<file path="config.mk">
export PLATFORM = sky130hd
export DESIGN_NAME = tl_cntr_timed
export DESIGN_NICKNAME = d
export VERILOG_FILES = /design/src/rtl/tl_pkg.sv /design/src/rtl/tl_phase_timer.sv /design/src/rtl/tl_cntr_timed.sv
export SDC_FILE = /design/constraint.sdc
export NUM_CORES = 1
export LEC_CHECK = 0
export CORE_UTILIZATION = 50
export CTS_CLUSTER_SIZE = 12
export DETAILED_ROUTE_END_ITERATION = 6
export GPL_TIMING_DRIVEN = 0
export PLACE_DENSITY = 0.74
export SLEW_MARGIN = 15
export SYNTH_ARGS = -nofsm -noshare
export SYNTH_HDL_FRONTEND = slang
export SYNTH_SLANG_ARGS = --single-unit
</file>
<file path="constraint.sdc">
create_clock -name clk -period 4.3 [get_ports clk]
set_clock_uncertainty 0.2 [all_clocks]
set_input_delay 1.075 -clock clk [delete_from_list [all_inputs] [get_ports clk]]
set_output_delay 1.075 -clock clk [all_outputs]
set_load 0.03 [all_outputs]
</file>
<file path="src/rtl/tl_pkg.sv">
// -----------------------------------------------------------------------------
// tl_pkg
// Shared constants for the timed two-road traffic light controller.
//   - Lamp colour encodings driven onto La/Lb (understood by the light driver
//     and display blocks downstream).
//   - 4-bit state codes, also exported unchanged on the phase debug port.
// AR/BR codes are reserved here unconditionally; they are only decoded when
// the controller is built with TL_ALL_RED_EN.
// -----------------------------------------------------------------------------
package tl_pkg;

    typedef logic [1:0] lamp_t;
    typedef logic [3:0] state_t;

    // Lamp colours
    localparam lamp_t GREEN  = 2'b00;
    localparam lamp_t YELLOW = 2'b01;
    localparam lamp_t LEFT   = 2'b10;
    localparam lamp_t RED    = 2'b11;

    // State codes
    localparam state_t AG  = 4'd0;
    localparam state_t AY1 = 4'd1;
    localparam state_t AL  = 4'd2;
    localparam state_t AY2 = 4'd3;
    localparam state_t BG  = 4'd4;
    localparam state_t BY1 = 4'd5;
    localparam state_t BL  = 4'd6;
    localparam state_t BY2 = 4'd7;
    localparam state_t AR  = 4'd8;
    localparam state_t BR  = 4'd9;

endpackage

</file>
<file path="src/rtl/tl_phase_timer.sv">
// -----------------------------------------------------------------------------
// tl_phase_timer
// Per-phase duration counter. Reads 0 on the first cycle of every state,
// counts up by one each following cycle and holds at all-ones instead of
// wrapping, so a long phase can never alias back to a short timer value.
//
// Ports:
//   clk      system clock
//   reset_n  asynchronous active-low reset (timer -> 0)
//   clr      state is changing at the next edge; restart the count from 0
//   timer    current phase age in cycles (TW bits)
// -----------------------------------------------------------------------------
module tl_phase_timer #(
    parameter int TW = 8
) (
    input  logic          clk,
    input  logic          reset_n,
    input  logic          clr,
    output logic [TW-1:0] timer
);

    logic [TW-1:0] timer_r;

    // Phase age counter: clear on state change, otherwise saturating increment
    always_ff @(posedge clk or negedge reset_n) begin
        if (!reset_n) begin
            timer_r <= {TW{1'b0}};
        end else if (clr) begin
            timer_r <= {TW{1'b0}};
        end else if (timer_r != {TW{1'b1}}) begin
            timer_r <= timer_r + {{(TW-1){1'b0}}, 1'b1};
        end else begin
            timer_r <= timer_r;
        end
    end

    assign timer = timer_r;

endmodule

</file>
<file path="src/rtl/tl_cntr_timed.sv">
// -----------------------------------------------------------------------------
// tl_cntr_timed
// Two-road traffic light controller with protected left-turn phases,
// per-phase timers, sensor-driven green extension bounded by MIN_GREEN /
// MAX_GREEN, and skipping of an unrequested left-turn phase.
//
// Phase cycle: AG -> AY1 -> [AL -> AY2] -> BG -> BY1 -> [BL -> BY2] -> AG
// With TL_ALL_RED_EN defined, an all-red clearance state (AR / BR) of
// ALL_RED_TIME cycles is inserted before each opposite green. Without the
// macro those states and their decode do not exist.
//
// Ports:
//   clk      system clock, all state changes on rising edge
//   reset_n  asynchronous active-low reset (state AG, timer 0)
//   Ta, Tb   through traffic present on road A / B
//   Tal, Tbl left-turn traffic waiting on road A / B
//   La, Lb   lamp encodings (GREEN=00 YELLOW=01 LEFT=10 RED=11)
//   phase    current state code, for debug and monitoring
//
// Outputs are a pure Moore decode of the state register.
// -----------------------------------------------------------------------------
module tl_cntr_timed
    import tl_pkg::*;
#(
    parameter int TW           = 8,
    parameter int MIN_GREEN    = 4,
    parameter int MAX_GREEN    = 16,
    parameter int YELLOW_TIME  = 2,
    parameter int MAX_LEFT     = 8,
    parameter int ALL_RED_TIME = 1
) (
    input  logic       clk,
    input  logic       reset_n,
    input  logic       Ta,
    input  logic       Tal,
    input  logic       Tb,
    input  logic       Tbl,
    output logic [1:0] La,
    output logic [1:0] Lb,
    output logic [3:0] phase
);

    // Elaboration-time guard on parameter legality
    if ((MIN_GREEN < 1) || (MAX_GREEN < MIN_GREEN) || (YELLOW_TIME < 1) ||
        (MAX_LEFT < 1) || (ALL_RED_TIME < 1) || (MAX_GREEN >= (2**TW)) ||
        (YELLOW_TIME >= (2**TW)) || (MAX_LEFT >= (2**TW)) ||
        (ALL_RED_TIME >= (2**TW))) begin : g_param_err
        $error("tl_cntr_timed: illegal duration parameters for TW=%0d", TW);
    end

    // Exit thresholds expressed as "last cycle" timer values
    localparam logic [TW-1:0] MIN_G_LAST = TW'(MIN_GREEN - 1);
    localparam logic [TW-1:0] MAX_G_LAST = TW'(MAX_GREEN - 1);
    localparam logic [TW-1:0] YEL_LAST   = TW'(YELLOW_TIME - 1);
    localparam logic [TW-1:0] LEFT_LAST  = TW'(MAX_LEFT - 1);

`ifdef TL_ALL_RED_EN
    localparam logic [TW-1:0] RED_LAST   = TW'(ALL_RED_TIME - 1);
    // Road A's last yellow hands over through AR, road B's through BR
    localparam state_t A_HANDOFF = AR;
    localparam state_t B_HANDOFF = BR;
`else
    localparam state_t A_HANDOFF = BG;
    localparam state_t B_HANDOFF = AG;
`endif

    state_t        state_r;
    state_t        next_s;
    logic [TW-1:0] timer_s;
    logic          state_chg_s;
    lamp_t         la_s;
    lamp_t         lb_s;

    // The timer restarts whenever the next edge moves us to a new state
    assign state_chg_s = (next_s != state_r);

    tl_phase_timer #(
        .TW(TW)
    ) u_timer (
        .clk     (clk),
        .reset_n (reset_n),
        .clr     (state_chg_s),
        .timer   (timer_s)
    );

    // State register
    always_ff @(posedge clk or negedge reset_n) begin
        if (!reset_n) begin
            state_r <= AG;
        end else begin
            state_r <= next_s;
        end
    end

    // Next-state logic; every exit is judged on the current cycle's inputs.
    // Green ends on (min reached and no demand) or max reached, so a held
    // demand on one road can never starve the other.
    always_comb begin
        next_s = state_r;
        case (state_r)
            AG: begin
                if (((timer_s >= MIN_G_LAST) && !Ta) || (timer_s == MAX_G_LAST)) begin
                    next_s = AY1;
                end else begin
                    next_s = AG;
                end
            end
            AY1: begin
                // Only the left-turn request on the final yellow cycle counts
                if (timer_s == YEL_LAST) begin
                    if (Tal) begin
                        next_s = AL;
                    end else begin
                        next_s = A_HANDOFF;
                    end
                end else begin
                    next_s = AY1;
                end
            end
            AL: begin
                if (!Tal || (timer_s == LEFT_LAST)) begin
                    next_s = AY2;
                end else begin
                    next_s = AL;
                end
            end
            AY2: begin
                if (timer_s == YEL_LAST) begin
                    next_s = A_HANDOFF;
                end else begin
                    next_s = AY2;
                end
            end
            BG: begin
                if (((timer_s >= MIN_G_LAST) && !Tb) || (timer_s == MAX_G_LAST)) begin
                    next_s = BY1;
                end else begin
                    next_s = BG;
                end
            end
            BY1: begin
                if (timer_s == YEL_LAST) begin
                    if (Tbl) begin
                        next_s = BL;
                    end else begin
                        next_s = B_HANDOFF;
                    end
                end else begin
                    next_s = BY1;
                end
            end
            BL: begin
                if (!Tbl || (timer_s == LEFT_LAST)) begin
                    next_s = BY2;
                end else begin
                    next_s = BL;
                end
            end
            BY2: begin
                if (timer_s == YEL_LAST) begin
                    next_s = B_HANDOFF;
                end else begin
                    next_s = BY2;
                end
            end
`ifdef TL_ALL_RED_EN
            AR: begin
                if (timer_s == RED_LAST) begin
                    next_s = BG;
                end else begin
                    next_s = AR;
                end
            end
            BR: begin
                if (timer_s == RED_LAST) begin
                    next_s = AG;
                end else begin
                    next_s = BR;
                end
            end
`endif
            default: begin
                // Unreachable code: recover to road A green at the next edge
                next_s = AG;
            end
        endcase
    end

    // Moore lamp decode; unknown codes show all-red until recovery
    always_comb begin
        la_s = RED;
        lb_s = RED;
        case (state_r)
            AG:  begin la_s = GREEN;  lb_s = RED;    end
            AY1: begin la_s = YELLOW; lb_s = RED;    end
            AL:  begin la_s = LEFT;   lb_s = RED;    end
            AY2: begin la_s = YELLOW; lb_s = RED;    end
            BG:  begin la_s = RED;    lb_s = GREEN;  end
            BY1: begin la_s = RED;    lb_s = YELLOW; end
            BL:  begin la_s = RED;    lb_s = LEFT;   end
            BY2: begin la_s = RED;    lb_s = YELLOW; end
`ifdef TL_ALL_RED_EN
            AR:  begin la_s = RED;    lb_s = RED;    end
            BR:  begin la_s = RED;    lb_s = RED;    end
`endif
            default: begin la_s = RED; lb_s = RED; end
        endcase
    end

    assign La    = la_s;
    assign Lb    = lb_s;
    assign phase = state_r;

endmodule

</file>
==> flow_summary.json <==
{
  "combinationalPowerShare_pct": 62.6,
  "place_congestion": 0.8514,
  "detail_route.first_pass.iterations": 4,
  "crit_fanout": 7,
  "slowest_stage": "clkdlybuf4s50_1",
  "seqPwrFrac_pct": 26.8,
  "drive_gt1_share_pct": 17.20,
  "ys.flop_type": "dfrtp_1",
  "path_cells": "nand2b_1 -> nand2b_1 -> clkdlybuf4s50_1",
  "critical_path_class": "reg2out",
  "cp.required_ns": 3.02,
  "cts_max_level": 1,
  "synth-seq-cells": 11,
  "synth_edf_count": 0,
  "slew_headroom_pct": 65.05,
  "portBuffers": 12,
  "synth.most_common_cell": "dfrtp_1",
  "area_growth_syn_to_layout_pct": 21.78,
  "p_sw_share_pct": 44.83,
  "drtIter0Drc": 18,
  "cts.sinks": 11,
  "fin_setup_tns_ns": 0,
  "dp_hpwl_mm": 1.051,
  "ys_seq_area_share_pct": 36.30,
  "cp-start-kind": "flip-flop",
  "antenna_found_initial": 0,
  "worstMarginPinSlew_ns": 0.5226,
  "synth_warnings": 0,
  "cts_buffers": 3,
  "clkPwrFrac_pct": 10.6,
  "cts_root_buf": "clkbuf_4",
  "setup_violations": 0,
  "drv_slew": 0,
  "drc": 0,
  "dieArea_um2": 1676,
  "routed_wl_mm": 1.432,
  "worst_slack_ns": 1.310,
  "grt_pass1_vias": 528,
  "synth_top_area_cell": "dfrtp_1",
  "cts_tree": "built",
  "synth.net_count": 85,
  "synth_commonest_cells": "dfrtp_1, nor3_1, inv_1",
  "cts_hold_buf": 0,
  "p_sw_uw": 303.1,
  "crit_path_end_kind": "primary output",
  "outcome": "completed",
  "cellPowerDensity_nw_per_um2": 732.2,
  "grt-ovfl-total": 0,
  "synth_area_um2": 758.2,
  "synth.area.top_cells": "dfrtp_1, a2111oi_2, mux2i_1, nor3_1, o32ai_4",
  "peakVddDrop_v": 0.0004846,
  "yosysTopAreaCellShare_pct": 36.30,
  "pin_count": 14,
  "timing.fmax_ghz": 0.3345,
  "critPathMostFrequentCell": "nand2b_1",
  "rows": 13,
  "maxCapViolations": 0,
  "grt_max_degree": 12,
  "grt_pass1_wl_mm": 2.325,
  "antennaDiodeCount": 0,
  "fillCellCount": 120,
  "grt.total_usage_pct": 22.26,
  "synth-async-reset-ratio_pct": 100.0,
  "cts_setup_buffers": 0,
  "pre_cts_ws_ns": 1.518,
  "wl_per_cell_um": 13.26,
  "p_leak_uw": 0.0003907,
  "max_stage_delay_ns": 0.66,
  "rsz0062_at_grt": "false",
  "cts_buffer_depth": 2,
  "clkTransAtPathRegs_ns": 0.07,
  "period_needed_ns": 2.990,
  "start_util_pct": 56.16,
  "synth_cell_type_count": 34,
  "vias_per_cell": 5.639,
  "die_y_um": 40.94,
  "hold_path_class": "reg2reg",
  "synthCells": 77,
  "hold_viol_final": 0,
  "drt.antenna.violating_nets": 0,
  "num_vias": 609,
  "core_um2": 1350,
  "syn_avg_cell_area_um2": 9.847,
  "rrSetupSlack_ns": 2.29,
  "min_period_over_period_pct": 69.52,
  "nNetsFinal": 102,
  "worst_ep_arrival_time_ns": 1.71,
  "p_int_uw": 373.0,
  "cts_resized": 0,
  "die_x_um": 40.94,
  "insertion_delay_ns": 0.27
}
-- metal layers --
layer | vias to the layer above | part of all wire, % | global-route usage, %
met5 | - | 0 | 0
met4 | 0 | 1.1 | 14.17
met3 | 4 | 5.0 | 6.522
met2 | 17 | 45 | 32.03
met1 | 277 | 49 | 28.57
li1 | 311 | - | -
-- layout by cell type, fill, tap and decap left out, types with 2 or more instances in the layout --
| cell | synthesis | routed |
|---|---|---|
| a2111oi_2 | 3 | 3 |
| xor2_1 | 2 | 2 |
| nand2_1 | 4 | 4 |
| clkbuf_4 | 0 | 3 |
| nor3_1 | 7 | 7 |
| clkdlybuf4s50_1 | 0 | 12 |
| nor2_1 | 4 | 4 |
| o21ai_0 | 4 | 4 |
| nor2b_1 | 2 | 2 |
| or2_2 | 2 | 2 |
| ha_1 | 2 | 2 |
| nand2b_1 | 3 | 3 |
| and3_1 | 2 | 2 |
| nand3_1 | 3 | 3 |
| inv_1 | 5 | 5 |
| dfrtp_1 | 11 | 11 |
| mux2i_1 | 4 | 4 |
-- area by class of cell --
class                   instances  area [µm²]  share of cell area [%]
flip-flops and latches         11       275.3                   29.81
plain buffers                   5       42.54                   4.607
repair buffers                 12       120.1                   13.01
multi-input cells              56       421.7                   45.66
well taps                      15       18.77                   2.033
clock buffers                   4       26.28                   2.846
inverters                       5       18.77                   2.033
-- state kept, by name, indices dropped and copies added, names as in the netlist --
register,count
phase,3
u_timer.timer,8
-- worst max-delay path, delay by kind of cell, from the launching register on --
family	cells	cell delay (ns)
buffers and inverters	1	0.66
DFF	1	0.44
and+or+nand+nor	2	0.34
-- path summary, 6_finish.rpt --
path,startpoint,end,cells past startpoint
max reg2reg,u_timer.timer[4],u_timer.timer[5],4
max in group asynchronous,reset_n,u_timer.timer[7],1
min in group asynchronous,reset_n,phase[2],1
max,phase[0],La[1],3
min reg2reg,phase[0],phase[0],1
min,phase[0],phase[0],1
-- through the flow --
stage	instance area [µm²]	total power, µW	util, %	std cells	hold slack [ns]
after floorplan	758.2	488.5	-	77	0.3568
after global placement	897.1	598.6	66.45	104	0.3536
after detailed placement	897.1	606.5	66.45	104	0.3596
after CTS	923.4	682.0	68.40	108	0.3893
after global routing	923.4	729.8	68.40	108	0.4192
final	923.4	676.1	68.40	108	0.3938
-- cell families (layout without fill, tap and decap cells) --
family / count (synthesis) / count (layout) / synth area share (%)
and+or+nand+nor: 31 / 31 / 23.60
other: 1 / 1 / 0.4946
DFF: 11 / 11 / 36.30
adders and majority gates: 2 / 2 / 3.300
buffers and inverters: 10 / 26 / 8.085
muxes: 4 / 4 / 5.281
AOI/OAI and AO/OA: 15 / 15 / 19.47
xor gates and xnor gates: 3 / 3 / 3.466
-- power groups by stage --
| stage | registers, µW | logic [µW] | clock network, µW |
|---|---|---|---|
| after global routing | 186 | 463 | 80.1 |
| after detailed placement | 182 | 424 | 0 |
| after floorplan | 203 | 285 | 0 |
| after CTS | 181 | 426 | 75.1 |
| after global placement | 180 | 419 | 0 |
| final | 181 | 423 | 71.8 |
No activity file was read; power rests on OpenSTA's default activity.
